==> config.mk <==
export PLATFORM = sky130hd
export DESIGN_NAME = lap_display_ctrl
export DESIGN_NICKNAME = d
export VERILOG_FILES = /design/src/rtl/lap_display_ctrl.sv
export SDC_FILE = /design/constraint.sdc
export NUM_CORES = 1
export LEC_CHECK = 0
export BUFFER_PORTS_ARGS = -buffer_cell sky130_fd_sc_hd__buf_4
export CORE_ASPECT_RATIO = 1.75
export CORE_MARGIN = 4
export CORE_UTILIZATION = 44
export CTS_BUF_LIST = sky130_fd_sc_hd__clkbuf_16
export CTS_CLUSTER_DIAMETER = 60
export CTS_CLUSTER_SIZE = 16
export DETAILED_ROUTE_END_ITERATION = 12
export PLACE_DENSITY = 0.76
export SLEW_MARGIN = 0
export SYNTH_ARGS = -nofsm -noshare
export SYNTH_HDL_FRONTEND = slang
export SYNTH_SLANG_ARGS = --single-unit
==> constraint.sdc <==
create_clock -name clk -period 1.7 [get_ports clk]
set_clock_uncertainty 0.15 [all_clocks]
set_input_delay 0.17 -clock clk [delete_from_list [all_inputs] [get_ports clk]]
set_output_delay 0.17 -clock clk [all_outputs]
set_load 0.02 [all_outputs]
==> src/rtl/lap_display_ctrl.sv <==
// Lap capture and display-mux select for the stopwatch.
// A lap press freezes live_time and selects it for HOLD_CYCLES cycles.
module lap_display_ctrl #(
    parameter int WIDTH       = 16,
    parameter int HOLD_CYCLES = 200,
    parameter int CNT_W       = 4
) (
    input  logic             clk,
    input  logic             rst_n,
    input  logic             lap_btn,
    input  logic             clear,
    input  logic [WIDTH-1:0] live_time,
    output logic             sel,
    output logic [WIDTH-1:0] lap_val,
    output logic [CNT_W-1:0] lap_cnt,
    output logic             lap_evt
);

    localparam int HW = $clog2(HOLD_CYCLES + 1);

    typedef enum logic {
        LIVE = 1'b0,
        SHOW = 1'b1
    } state_t;

    state_t           state, state_nxt;
    logic             btn_q;
    logic             press;
    logic [HW-1:0]    hold, hold_nxt;
    logic [WIDTH-1:0] val_nxt;
    logic [CNT_W-1:0] cnt_nxt;
    logic             evt_nxt;

    assign press = lap_btn & ~btn_q;
    assign sel   = (state == SHOW);

    always_ff @(posedge clk) begin
        if (!rst_n) begin
            state   <= LIVE;
            btn_q   <= 1'b1;
            hold    <= '0;
            lap_val <= '0;
            lap_cnt <= '0;
            lap_evt <= 1'b0;
        end else begin
            state   <= state_nxt;
            btn_q   <= lap_btn;
            hold    <= hold_nxt;
            lap_val <= val_nxt;
            lap_cnt <= cnt_nxt;
            lap_evt <= evt_nxt;
        end
    end

    // clear outranks a press, and a press outranks the countdown
    always_comb begin
        state_nxt = state;
        hold_nxt  = hold;
        val_nxt   = lap_val;
        cnt_nxt   = lap_cnt;
        evt_nxt   = 1'b0;
        if (clear) begin
            state_nxt = LIVE;
            hold_nxt  = '0;
            val_nxt   = '0;
            cnt_nxt   = '0;
        end else if (press) begin
            state_nxt = SHOW;
            hold_nxt  = HW'(HOLD_CYCLES - 1);
            val_nxt   = live_time;
            cnt_nxt   = lap_cnt + CNT_W'(1);
            evt_nxt   = 1'b1;
        end else if (state == SHOW) begin
            if (hold == '0) begin
                state_nxt = LIVE;
            end else begin
                hold_nxt = hold - HW'(1);
            end
        end
    end

endmodule

# After elaboration in Yosys (flattened, before gate mapping)
# Index checks and enable logic that the tools add are counted.
dict set report op_classes {
  addsub 2
  n_eq_ne 1
  mux 7
  bitwise_logic 4
  n_reduce_logical 6
}
# op n
set op_table {}
lappend op_table {{8-bit 2-to-1 mux} 3}
lappend op_table {{8-bit zero test} 1}
lappend op_table {{8-bit by 1-bit subtractor with 8-bit output, second input constant} 1}
lappend op_table {{4-bit by 1-bit adder with 4-bit output, second input constant} 1}
lappend op_table {{1-bit 2-to-1 mux} 4}
lappend op_table {{2-bit AND reduction} 2}
lappend op_table {{1-bit inverter} 3}
lappend op_table {{3-bit OR reduction} 1}
lappend op_table {{2-bit != test, second input constant} 1}
lappend op_table {{2-bit nonzero test} 1}
lappend op_table {{2-bit OR reduction} 1}
lappend op_table {{1-bit bitwise AND} 1}
dict set report totals {
  regBits 31
  inputBits 20
  out_inout_bits 22
}

# Longest topological paths before layout
# Gate-level depths: netlist (run 1).
dict set report depth {
  word_depth 4
  ltp_mapped 5
  mapped_depth_nobuf 5
}

# Worst setup path after synthesis (run 1)
# Ideal clock, no wire load.
dict set report synth_timing {
  path_type {register -> register}
  startpoint {reg state, in the netlist sel}
  endpoint {reg hold[7]}
  setup_time_ns 0.074
  t_arrival_ns 1.643
  required_time_ns 1.476
  setup_slack_ns -0.167
  path_stages_with_launch 4
  period_less_slack_ns 1.867
  path_cell_list {dfxtp_1 -> or3b_2 -> or4b_1 -> a31oi_1}
}
dict set report synth_between {
  elab_chain_cells 2
}
# element line_no
set synth_lines {}
lappend synth_lines {{from (decl)} 26} ;# state_t state, state_nxt;
lappend synth_lines {{from (signal assigned)} 46} ;# state <= state_nxt;
lappend synth_lines {{2-bit nonzero test (no source line)} n/a}
lappend synth_lines {{2-bit AND reduction (no source line)} n/a}
lappend synth_lines {{to (signal assigned)} 48} ;# hold <= hold_nxt;
lappend synth_lines {{to (decl)} 29} ;# logic [HW-1:0] hold, hold_nxt;
# No other way between the ends.
# A chain may end at the register's enable or synchronous reset.

# Worst setup path after layout (run 1)
dict set report layout_timing {
  startpoint {reg hold[5]}
  endpoint {reg hold[7]}
}
dict set report layout_between {
  elab_chain_cells 4
}
# element line_no
set layout_lines {}
lappend layout_lines {{8-bit by 1-bit subtractor with 8-bit output} 77} ;# hold_nxt = hold - HW'(1);
lappend layout_lines {{8-bit 2-to-1 mux} 74} ;# if (hold == '0) begin
lappend layout_lines {{8-bit 2-to-1 mux} 73} ;# end else if (state == SHOW) begin
lappend layout_lines {{8-bit 2-to-1 mux} 67} ;# end else if (press) begin
# Parallel ways exist; a longest one is shown, timed or not. The select of a mux whose other input is x is not followed.

==> reports/summary.md, run 1 <==
Largest net degree at the start of global routing: 17. The flow ran to the end, but the final reports show violations. Clock tree synthesis inserted a total of 5 buffers. Clock latency on the worst-skew pair, taken at its later pin, is 0.27 ns. The cell area after synthesis was 1266 um2; the transition at the pin with the smallest max-transition slack was 0.3957 ns. The count of boundary I/O pins was 42. The max-slew violation count is 0, and the final period demand of the worst path is 1.746 ns. Hold timing on the final database bottoms out at a slack of 0.005465 ns.

The tree built by TritonCTS fans out to 31 sinks. Counting every net in the synthesized netlist gives 174. After global routing the overflow that remains totals 0. Critical hold path startpoint: live_time[3]. Post-route antenna net violation count: 0. Worst-case headroom to the max-slew limit: 0.7340. The count of inserted antenna diode cells was 0.

Yosys printed 0 warnings. Synthesis produced 151 cells. The share of the synthesized area in the top cell type came out at 0.4901. Setup repair after global routing could not meet its margin everywhere. The number of failing hold endpoints at the final stage was 0; the x dimension of the die was 48.55 um. The tools report the area enclosed by the die boundary as 3834 um2. TritonCTS built the clock tree. The netlist uses 31 different library cells. Setup violations remaining at the end of the flow were counted as 2. The signal on the critical path passes through or4_4 -> or4b_1 -> a31oi_1. The count of buffers added on input and output ports is 41. The vertical die dimension is 78.97 um. The slowest library cell on the worst path was or4_4. Root buffer cell: clkbuf_16. In the routed layout, each cell is associated on average with a via count of 5.380. The run gives 0 as the number of DRC violations after detailed routing. The startpoint-to-endpoint class of the critical path was flip-flop to flip-flop. The average cell area after synthesis was 8.386 um2. STA classifies the critical path endpoint as a flip-flop. The worst-case setup margin in the final layout is -0.04574 ns.

The final cycle utilization of the critical path came out at 1.027. Initial antenna violation count: 0. STA classifies the critical path startpoint as a flip-flop. On the critical path the largest part of the delay comes from simple AND/OR/NAND/NOR gates. No sink is reached through more buffers than the 2 on the longest clock path. The starting density of the core is 0.4653. Power comes to 0.001711 W. The area growth from synthesis to layout is 58.00%.

For the all-layer global routing usage, the log shows 0.1892. In this run the standard cell core region covers 2721 um2. Once placement completed, the tool counted placed cells totaling 225. For the worst IR drop on VDD, the log shows 846.8 uV. The leakage component of the power came out at 0.7980 nW.

In this run, the number of DRC markers left after iteration 0 of detailed routing was 43. The number of buffers and inverters on the critical path is 0. For the number of iterations in the first detailed-routing pass, the log shows 4.

In this run the critical register-to-register path is launched from hold[5]. The checks that failed: setup timing. The data required time at the worst endpoint was 1.75 ns; the register clock-pin slew on the reported worst setup and hold paths was 0.05 ns. In this run the post-CTS setup repair buffer count came out at 0.

Based on the critical path, the design can be clocked at up to 572.8 MHz. Routability-driven placement finished with a final weighted congestion of 0.7602. Depth of the CTS H-tree: 2. The floorplan has 25 rows.

The share of final-layout standard cells stronger than drive strength 1 was 0.3767. The post-placement worst setup slack was -0.1231 ns; the final HPWL from detailed placement was 2379 um. For this run, the slowest stage of the critical path takes 0.56 ns. For the worst setup path, the data arrival time is 1.79 ns. The tools report the count of nets after finishing as 238. The worst hold path belongs to the class input pin to flip-flop.

In the final routed layout, each cell accounts on average for 14.21 um. Of all cell types, the one taking the most synthesized area is dfxtp_1. The number of standard cells in the layout, taps in and fillers out is 242, and the total detailed-routing wirelength is 3438 um. The tools report the number of global-route vias before repair as 1,338.

The most critical setup path has its startpoint at hold[5]. Number of synthesized register bits: 31. Across the run, the number of max-cap violations was 0. The sequential area share after synthesis was 0.4901; the maximum fanout along the worst path was 5.

The tools report the wire length of the first global-routing pass as 5733 um. In the post-synthesis netlist, the biggest area contributors are dfxtp_1 49%, nand2_1 11%, a21oi_1 7.5%. Dividing total power by cell area gives a power density of 855.2 nW/um2.

The overall via count from detail_route was 1,302.
routing by layer:
| metal | up-vias | part of all wire | global-route usage |
|---|---|---|---|
| met5 | - | 0 | 0 |
| met4 | 0 | 0.027 | 0.1159 |
| met3 | 8 | 0.065 | 0.06942 |
| met2 | 39 | 0.55 | 0.3325 |
| met1 | 605 | 0.36 | 0.1822 |
| li1 | 650 | - | - |
per-stage QoR:
step                TNS (ns)  instance area [um2]  utilization
finish              -0.06797                 2001       0.7352
global route         -0.4794                 2001       0.7352
CTS                  -0.1045                 1951       0.7168
detailed placement   -0.4893                 1700       0.6248
global placement    -0.09811                 1700       0.6248
floorplan            -0.1789                 1275            -
cells in the final DEF (no fill, tap or decap), types with 2 or more instances in the layout:
| master | instances |
|---|---|
| buf_4 | 57 |
| nand2_1 | 38 |
| dfxtp_1 | 25 |
| a21oi_1 | 19 |
| dlygate4sd3_1 | 10 |
| clkbuf_16 | 5 |
| dfxtp_2 | 5 |
| nor2_1 | 4 |
| nand2b_1 | 3 |
| o21ai_0 | 3 |
| or3_1 | 3 |
| a31oi_1 | 3 |
| nor4_2 | 3 |
| ha_1 | 3 |
| inv_1 | 2 |
| nand3_1 | 2 |
| a211oi_2 | 2 |
| o31ai_1 | 2 |
| nor2b_1 | 2 |
| a211oi_1 | 2 |
| nor3_1 | 2 |
final timing paths:
path | to | slack (ns) | cells past startpoint
worst max register to register | hold[7] | -0.05 | 3
worst max-delay path | hold[7] | -0.05 | 3
worst min-delay path | lap_val[3] | 0.005 | 3
worst min register to register | lap_val[13] | 0.30 | 2
final cells by class:
type,count,area [um2]
fillers,196,720.7
multi-input cells,108,666.9
flip-flops and latches,31,630.6
repair buffers,67,528.0
clock buffers,5,125.1
well taps,27,33.78
clock inverters,2,8.758
inverters,2,7.507
logic make-up (layout without fill, tap and decap cells):
logic type | Yosys count | count (layout) | synth area share
AO/OA/AOI/OAI | 36 | 36 | 0.1719
XOR/XNOR | 2 | 2 | 0.01384
multiplexers | 1 | 1 | 0.007905
buffers and inverters | 12 | 76 | 0.03656
AND/OR/NAND/NOR | 66 | 66 | 0.2500
flip-flops | 31 | 31 | 0.4901
adder cells (fa/ha/maj) | 3 | 3 | 0.02965
worst register-to-register path, stage by stage (launching register included):
cell and delay [ns]:
dfxtp_2 0.31, or4_4 0.56, or4b_1 0.49, a31oi_1 0.15
flip-flops by register name, indices dropped and copies added (netlist names):
register / flops
btn_q: 1
lap_cnt: 4
lap_evt: 1
lap_val: 16
sel: 1
hold: 8
cells in the mapped netlist:
cell type	instances
a2111o_1	1
a2111oi_0	1
a211o_2	1
a211oi_1	4
a21oi_1	19
a31oi_1	3
buf_1	3
clkbuf_1	6
clkbuf_2	1
dfxtp_1	31
ha_1	3
inv_1	2
mux2i_1	1
nand2_1	38
nand2b_1	3
nand3_1	2
nand3b_1	1
nor2_1	4
nor2b_1	3
nor3_1	2
nor3b_1	1
nor4_1	4
o21ai_0	4
o31ai_1	2
o41ai_1	1
or3_1	3
or3b_2	2
or4_1	2
or4b_1	1
xnor2_1	1
xor2_1	1
power by group:
group | leakage, nW | internal (W) | switching, W
registers | 0.254 | 0.000738 | 0.00000756
logic | 0.477 | 0.0000872 | 0.0000754
clock network | 0.0671 | 0.000523 | 0.000280
timing repair:
action | in CTS | in global routing
gates cloned | 0 | 0
hold endpoints to repair | 9 | 0
hold buffers | 10 | 0
pin swaps | 1 | 2
resized for setup | 5 | 10
endpoints found under the setup margin | 7 | 9
Power figures use the tool's default switching activity.
==> run 2: changes to the inputs <==
Settings changed: ABC_AREA from default to 1, BUFFER_PORTS_ARGS -buffer_cell sky130_fd_sc_hd__buf_4 to default, CORE_UTILIZATION 44 to 45, DONT_BUFFER_PORTS from default to 1, PLACE_DENSITY 0.76 to 0.64, SETUP_SLACK_MARGIN from default to 0.15.
==> run 2 against run 1 <==
The run now ends clean. Synthesized cell count shrank 6.0%. Clock power shrank 2%. Via count shrank 18%. Global-route usage shrank 2.4 points. Critical path depth grew 6. Combinational power shrank 17%. Sequential power grew 2%. Core utilization shrank 11 points. Area after synthesis grew 1.3%. Highest routed layer unchanged.
==> reports/summary.md, run 2 <==
The most frequent standard cell in the layout excluding fill and tap cells was dfxtp_1. For the final design area excluding fillers, the log shows 1710 um2 (-15%). The number of warnings reported in the yosys synthesis log came out at 0 (unchanged). For the count of boundary I/O pins, the log shows 42 (unchanged).

The cell taking the most area after synthesis is dfxtp_1. The reg-to-reg endpoint is hold[0]. Counting flops per register, the top entry is lap_val.

The run gives 0 (unchanged) as the number of max-cap violations. The transition at the pin with the smallest max-transition slack is 0.3426 ns (-0.05311 ns). Simple-gate portion of the synthesized area: 0.2117 (-0.03829). The multiplexer fraction of the synthesized cell area is 0 (-0.007905). The type of the worst min-delay path was input pin to flip-flop.

The total detailed-routing wirelength is 3072 um (-11%), and the combinational share of power is 0.081 (-0.014). The data required time at the worst endpoint is 1.70 ns (-0.05 ns), and the core region area is 2721 um2 (unchanged). The startpoint-to-endpoint class of the critical path was flip-flop to flip-flop. The tools report the number of global-route vias before repair as 1,110 (-17%). The maximum fanout along the worst path is 6 (+1), and the fmax is 666.6 MHz (+16%). The placement-stage cell area came out at 1301 um2 (-23%). The average cell area after synthesis is 9.032 um2 (+7.7%), and the internal power contribution is 0.001326 W (-1.7%). The synthesized netlist net count came out at 165 (-5.2%).

The tools report the switching power as 0.0003555 W (-2.0%). The share of final-layout standard cells stronger than drive strength 1 was 0.1977 (-0.1791). The xor/xnor cell area share of the yosys netlist was 0.02049 (+0.006654); the final HPWL from detailed placement was 1916 um (-19%). The worst-case headroom to the max-slew limit is 0.7713 (+0.03729), and the final cycle utilization of the critical path is 0.8824 (-0.1445). The detailed router's first-iteration violation count was 17 (-60%). By area the synthesized netlist is led by dfxtp_1 48%, a22o_1 12%, nand2_1 5.9%. Setup repair after global routing left no endpoint under its margin. For the instance count of the mapped netlist, the log shows 142 (-6.0%). The register clock-pin slew on the reported worst setup and hold paths came out at 0.04 ns (about the same). The clock insertion delay at the later pin of the skew report came out at 0.27 ns (about the same). The async set-or-reset flop fraction in the synthesized netlist was 0 (unchanged); the remaining global-route overflow was 0 (unchanged). The count of inserted antenna diode cells is 0 (unchanged). The tools report the initial antenna violation count as 0 (unchanged). The share of the synthesized area in the top cell type was 0.4839 (-0.006216). In the synthesized netlist, the cells that appear most often are 31 x dfxtp_1, 20 x nand2_1, 18 x inv_1.

The post-route antenna net violation count is 0 (unchanged). The vertical die dimension came out at 78.62 um (-0.44%). The root buffer cell is clkbuf_16. The max-slew violation count is 0 (unchanged). The number of cells on the worst hold path is 4 (+1), and the setup TNS is 0 ns (+0.06797 ns).

The tools report the number of distinct library cell variants in the gate-level netlist after synthesis as 22 (-29%). The flow ran to the end, and the final reports show no timing, DRC or antenna violations. The dominant cell by count in the synthesized netlist was dfxtp_1. The run gives 0 (-2) as the final-report setup violation count. Nature of the critical path endpoint: a flip-flop. The adder and majority cell fraction of the synthesized area works out to 0.02927 (-0.0003760). The path with the worst hold slack has its endpoint at lap_cnt[2].

The number of buffers created by CTS is 5 (unchanged). The count of flip-flops with a built-in enable after synthesis was 0 (unchanged). After synthesis, the largest family of logic cells by area is simple AND/OR/NAND/NOR gates. The switching share of total power works out to 0.2115 (-0.0005905).

Worst endpoint data arrival time: 1.50 ns (-0.29 ns). The most used flip-flop cell after synthesis is dfxtp_1. The number of DRC violations after detailed routing came out at 0 (unchanged).

The leakage component of the power is 0.7310 nW (-8.4%). The area enclosed by the die boundary is 3802 um2 (-0.84%). The overall via count from detail_route is 1,066 (-18%), and the final routed wire length divided by cell count is 15.44 um (+8.7%). The growth of design area from synthesis to finish works out to 33.37%. The total power per unit cell area is 983.0 nW/um2 (+15%), and the largest net degree at the start of global routing is 22 (+5). TritonCTS built the clock tree. The number of cells on the worst reg-to-reg path came out at 9 (+6).

The tools report the depth of the CTS H-tree as 2 (unchanged). The worst hold path begins at lap_btn. The tools report the sequential area share after synthesis as 0.4839 (-0.006216). The worst setup path is launched from a flip-flop. The average vias per placed instance was 5.357 (-0.43%); the number of iterations in the first detailed-routing pass was 5 (+1). The sequential share of power was 0.451 (+0.015); the count of nets after finishing was 196 (-18%). Register-to-register path setup slack: 0.20 ns (+0.25 ns). The logs give 0 (unchanged) for the number of failing hold endpoints at the final stage and 2 (unchanged) for the maximum buffer depth of the clock tree.

The tools report the count of clock tree sinks as 31 (unchanged). The starting density of the core came out at 0.4713 (+0.005977). All-layer global routing usage: 0.1648 (-0.02444). For the cell area after synthesis, the log shows 1282 um2 (+1.3%). The share of power burned in the clock network was 0.468 (about the same). Leaving out fill and tap cells, the most frequent cells in the layout are 29 x dfxtp_1, 20 x nand2_1, 19 x dlygate4sd3_1, 18 x inv_1, 17 x a22o_1.

The number of synthesized register bits is 31 (unchanged), and the number of flip-flops in the largest register is 16 (unchanged). Port buffer count: 0 (-100%). The final weighted congestion in routability-driven placement came out at 0.8510 (+12%).

The origin of the critical flop-to-flop path was hold[0]. The largest registers in the layout are lap_val x16, hold x8, lap_cnt x4. The post-synthesis compound-gate area fraction came out at 0.1639 (-0.008034).

The wire length of the first global-routing pass was 4892 um (-15%); the final period demand of the worst path was 1.500 ns (-0.2456 ns). The tools report the standard-cell row count as 25 (unchanged). The x dimension of the die is 48.36 um (-0.40%), and the worst IR drop on VDD is 818.2 uV (-3.4%).
-- run 2: metal layers --
| layer | GRT usage | share of wire |
|---|---|---|
| met1 | 0.1518 | 0.33 |
| met2 | 0.2893 | 0.58 |
| met3 | 0.05882 | 0.048 |
| met4 | 0.1163 | 0.040 |
| met5 | 0 | 0 |
-- run 2: repair_timing --
action	4_1_cts	5_1_grt
resized for setup	1	9
endpoints found under the hold margin	21	0
buffers inserted	0	4
setup endpoints to repair	1	26
hold buffers	19	0
pin swaps	0	6
gates cloned	0	2
-- run 2: per-stage QoR --
step	setup WS (ns)	util	total power, W	std cells	hold WS, ns
floorplan	0.2758	-	0.0008366	142	0.08909
global placement	0.2282	0.4782	0.0008477	168	0.09309
detailed placement	0.1638	0.4782	0.0008505	168	0.09575
CTS	0.1703	0.5968	0.001681	193	0.06394
global route	0.1267	0.6285	0.001750	199	0.1170
finish	0.1999	0.6285	0.001681	199	0.09101
-- run 2: final cells by class --
cell class | count | area [um2]
Clock buffer | 5 | 125.1
Clock inverter | 1 | 3.754
Fill cell | 208 | 1011
Inverter | 21 | 81.33
Multi-Input combinational cell | 86 | 559.3
Sequential cell | 31 | 623.1
Tap cell | 27 | 33.78
Timing Repair Buffer | 28 | 284.0
-- run 2: cells by family after synthesis --
family | after synthesis
xor gates and xnor gates | 3
adders and majority gates | 3
buffers and inverters | 25
and+or+nand+nor | 53
AOI/OAI and AO/OA | 27
DFF | 31
-- run 2: worst max-delay path by stage --
stage          endpoint  slack, ns     from
2_1_floorplan   hold[2]       0.28  hold[0]
3_3_place_gp    hold[0]       0.23  hold[0]
3_5_place_dp    hold[0]       0.16  hold[0]
4_1_cts         hold[0]       0.17  hold[0]
5_1_grt         hold[0]       0.13  hold[0]
6_report        hold[0]       0.20  hold[0]
-- run 2: critical path, stage by stage (launching register included) --
cell	delay, ns
dfxtp_2	0.33
inv_2	0.05
ha_1	0.20
nand3_2	0.09
nor2_2	0.05
nor2_2	0.14
buf_6	0.15
inv_1	0.06
nor2_1	0.08
o21ai_1	0.07
-- run 2: power by group through the flow --
stage	combinational [W]	clock (W)	sequential, W
after global placement	0.0000772	0	0.000770
after CTS	0.000117	0.000808	0.000757
after floorplan	0.0000675	0	0.000769
final	0.000136	0.000787	0.000758
after detailed placement	0.0000798	0	0.000771
after global routing	0.000152	0.000841	0.000758
==> run 3: changes to the inputs <==
Settings changed: REMOVE_ABC_BUFFERS from default to 1.
==> run 3 against run 2 <==
Worst hold slack worse by 0.034 ns. Largest power group unchanged. Largest cell class unchanged. Highest routed layer unchanged. Non-clock buffer count down 1. Fmax down 0.85%. Global-route usage down 1.2 points. Via count up 0.75%. Routed wire length down 5.8%.
==> reports/summary.md, run 3 (same netlist as run 2, synthesis figures left out) <==
The run finished with clean final reports. Fmax: 661.0 MHz (-0.85%). The average vias per placed instance works out to 5.397 (+0.75%). The worst hold path begins at lap_btn. The remaining global-route overflow is 0 (unchanged).

Maximum fanout along the worst path: 6 (unchanged). TritonCTS built the clock tree. Leaving out fill and tap cells, the most frequent cells in the layout are 28 x dfxtp_1, 20 x nand2_1, 19 x dlygate4sd3_1, 17 x a22o_1, 16 x inv_1.

The utilization after layout was 0.6395 (+0.01103). Walking the worst path, the cells encountered are inv_2 -> ha_4 -> nand3_4 -> nor2_2 -> nor2_2 -> buf_6 -> inv_1 -> nor2_1 -> o21ai_1. The x dimension of the die works out to 48.36 um (unchanged). The number of iterations in the first detailed-routing pass was 4 (-1); the clock insertion delay at the later pin of the skew report was 0.27 ns (about the same). The tools report the launch point of the critical path as hold[1].

The logs give 0 (unchanged) for the count of inserted antenna diode cells and 1,074 (+0.75%) for the overall via count from detail_route. The final weighted congestion in routability-driven placement was 0.8299 (-2.5%). The transition at the pin with the smallest max-transition slack was 0.3439 ns (+0.001341 ns). The run gives 959.6 uV (+17%) as the worst IR drop on VDD.

The wire length of the first global-routing pass was 4581 um (-6.4%); the final routed wire length divided by cell count was 14.54 um (-5.8%). For the worst-case headroom to the max-slew limit, the log shows 0.7704 (-0.0008950). The logs give 2893 um (-5.8%) for the total detailed-routing wirelength and 20 (+3) for the detailed router's first-iteration violation count.

The all-layer global routing usage was 0.1526 (-0.01216). The worst setup path is captured at a flip-flop. The number of buffers created by CTS was 5 (unchanged); the number of cells on the worst hold path was 4 (unchanged). The number of flip-flops in the largest register was 16 (unchanged); the total power per unit cell area was 977.5 nW/um2 (-0.57%). The vertical die dimension was 78.62 um (unchanged). The tools report the core region area as 2721 um2 (unchanged). Standard-cell row count: 25 (unchanged).

The startpoint identified for the worst register-to-register timing path is hold[1]. The register-to-register path setup slack was 0.19 ns (about the same); the register clock-pin slew on the reported worst setup and hold paths was 0.05 ns (about the same). The area enclosed by the die boundary came out at 3802 um2 (unchanged). The number of DRC violations after detailed routing is 0 (unchanged).

For the starting density of the core, the log shows 0.4713 (unchanged). The most numerous cell type found on the critical path is nor2_2. The initial antenna violation count came out at 0 (unchanged). The slowest library cell on the worst path was dfxtp_2. The final period demand of the worst path works out to 1.513 ns (+0.01281 ns). Count of clock tree sinks: 31 (unchanged). The path class of the tightest hold or removal check is input pin to flip-flop. The largest registers in the layout are lap_val x16, hold x8, lap_cnt x4. The final-report setup violation count came out at 0 (unchanged). The most frequent standard cell in the layout excluding fill and tap cells was dfxtp_1. Number of filler instances in the final layout: 201 (-3.4%).

The largest stage delay on the critical path works out to 0.34 ns (about the same). The run gives 22 (unchanged) as the largest net degree at the start of global routing. The worst register-to-register path ends at hold[0]. The count of nets after finishing was 195 (-0.51%); the port buffer count was 0 (unchanged). The area of combinational cells with multiple inputs came out at 575.6 um2 (+2.9%). Ranked by flip-flop count, first place goes to lap_val. For the number of global-route vias before repair, the log shows 1,039 (-6.4%). Relative to the synthesized area, the layout overhead comes to 35.71%.

The tools report the final HPWL from detailed placement as 1834 um (-4.3%). The run gives 0 (unchanged) as the max-slew violation count. The root buffer cell was clkbuf_16. The run gives 0 (unchanged) as the number of max-cap violations.

The worst endpoint data arrival time is 1.52 ns (+0.02 ns), and the count of boundary I/O pins is 42 (unchanged). The tools report the number of failing hold endpoints at the final stage as 0 (unchanged). The worst hold slack across all endpoints is 0.05728 ns (-0.03373 ns). The startpoint-to-endpoint class of the critical path was flip-flop to flip-flop.

Number of cells on the worst reg-to-reg path: 9 (unchanged). The depth of the CTS H-tree came out at 2 (unchanged). The tools report the data required time at the worst endpoint as 1.71 ns (about the same). Terminating pin of the worst hold path: lap_cnt[2]. The post-route antenna net violation count was 0 (unchanged).

STA classifies the critical path startpoint as a flip-flop. The storage element area was 624.3 um2 (+0.20%). The final cycle utilization of the critical path was 0.8900 (+0.007535).

Setup repair after global routing left no endpoint under its margin. The tools report the maximum buffer depth of the clock tree as 2 (unchanged). The share of final-layout standard cells stronger than drive strength 1 was 0.2093 (+0.01163); the setup TNS was 0 ns (unchanged).

The tools report the leakage component of the power as 0.7316 nW (about the same).
## run 3: power breakdown
part           internal (W)  switching, W  total, W
registers          0.000740     0.0000171  0.000758
clock network      0.000523      0.000282  0.000805
logic             0.0000724     0.0000664  0.000139
total               0.00134      0.000365   0.00170
## run 3: through the flow
step / std cells / area (um2) / setup slack (ns) / power, W
global placement: 168 / 1301 / 0.2261 / 0.0008466
detailed placement: 168 / 1301 / 0.1870 / 0.0008491
floorplan: 138 / 1245 / 0.1450 / 0.0008318
finish: 199 / 1740 / 0.1871 / 0.001701
global route: 199 / 1740 / 0.1212 / 0.001771
CTS: 194 / 1625 / 0.1692 / 0.001701
## run 3: metal layers
metal / global-route usage / vias to the layer above / wire, um
li1: - / 526 / -
met1: 0.1493 / 488 / 1032
met2: 0.2644 / 51 / 1544
met3: 0.05503 / 9 / 239
met4: 0.09418 / 0 / 76
met5: 0 / - / 0
## run 3: layout make-up
cell class | count | area share
clock buffers | 5 | 0.07189
multi-input cells | 86 | 0.3307
well taps | 27 | 0.01941
clock inverters | 2 | 0.005032
repair buffers | 27 | 0.1661
flip-flops and latches | 31 | 0.3587
inverters | 21 | 0.04817
## run 3: worst max-delay path by stage
stage / to / slack (ns) / cells after the start
2_1_floorplan: hold[0] / 0.15 / 8
3_3_place_gp: hold[0] / 0.23 / 9
3_5_place_dp: hold[0] / 0.19 / 9
4_1_cts: hold[3] / 0.17 / 8
5_1_grt: hold[0] / 0.12 / 9
6_report: hold[0] / 0.19 / 9
## run 3: what timing repair did
action / in CTS / in global routing
resized for setup: 0 / 15
buffers inserted: 0 / 3
hold endpoints to repair: 21 / 0
hold buffers: 19 / 0
setup endpoints to repair: 0 / 27
## run 3: worst max-delay path: cells and delay by family (launching register included)
family | cells | cell delay, ns
compound gates | 1 | 0.08
fa+ha+maj | 1 | 0.16
buf+inv | 3 | 0.28
flops | 1 | 0.34
simple gates | 4 | 0.38
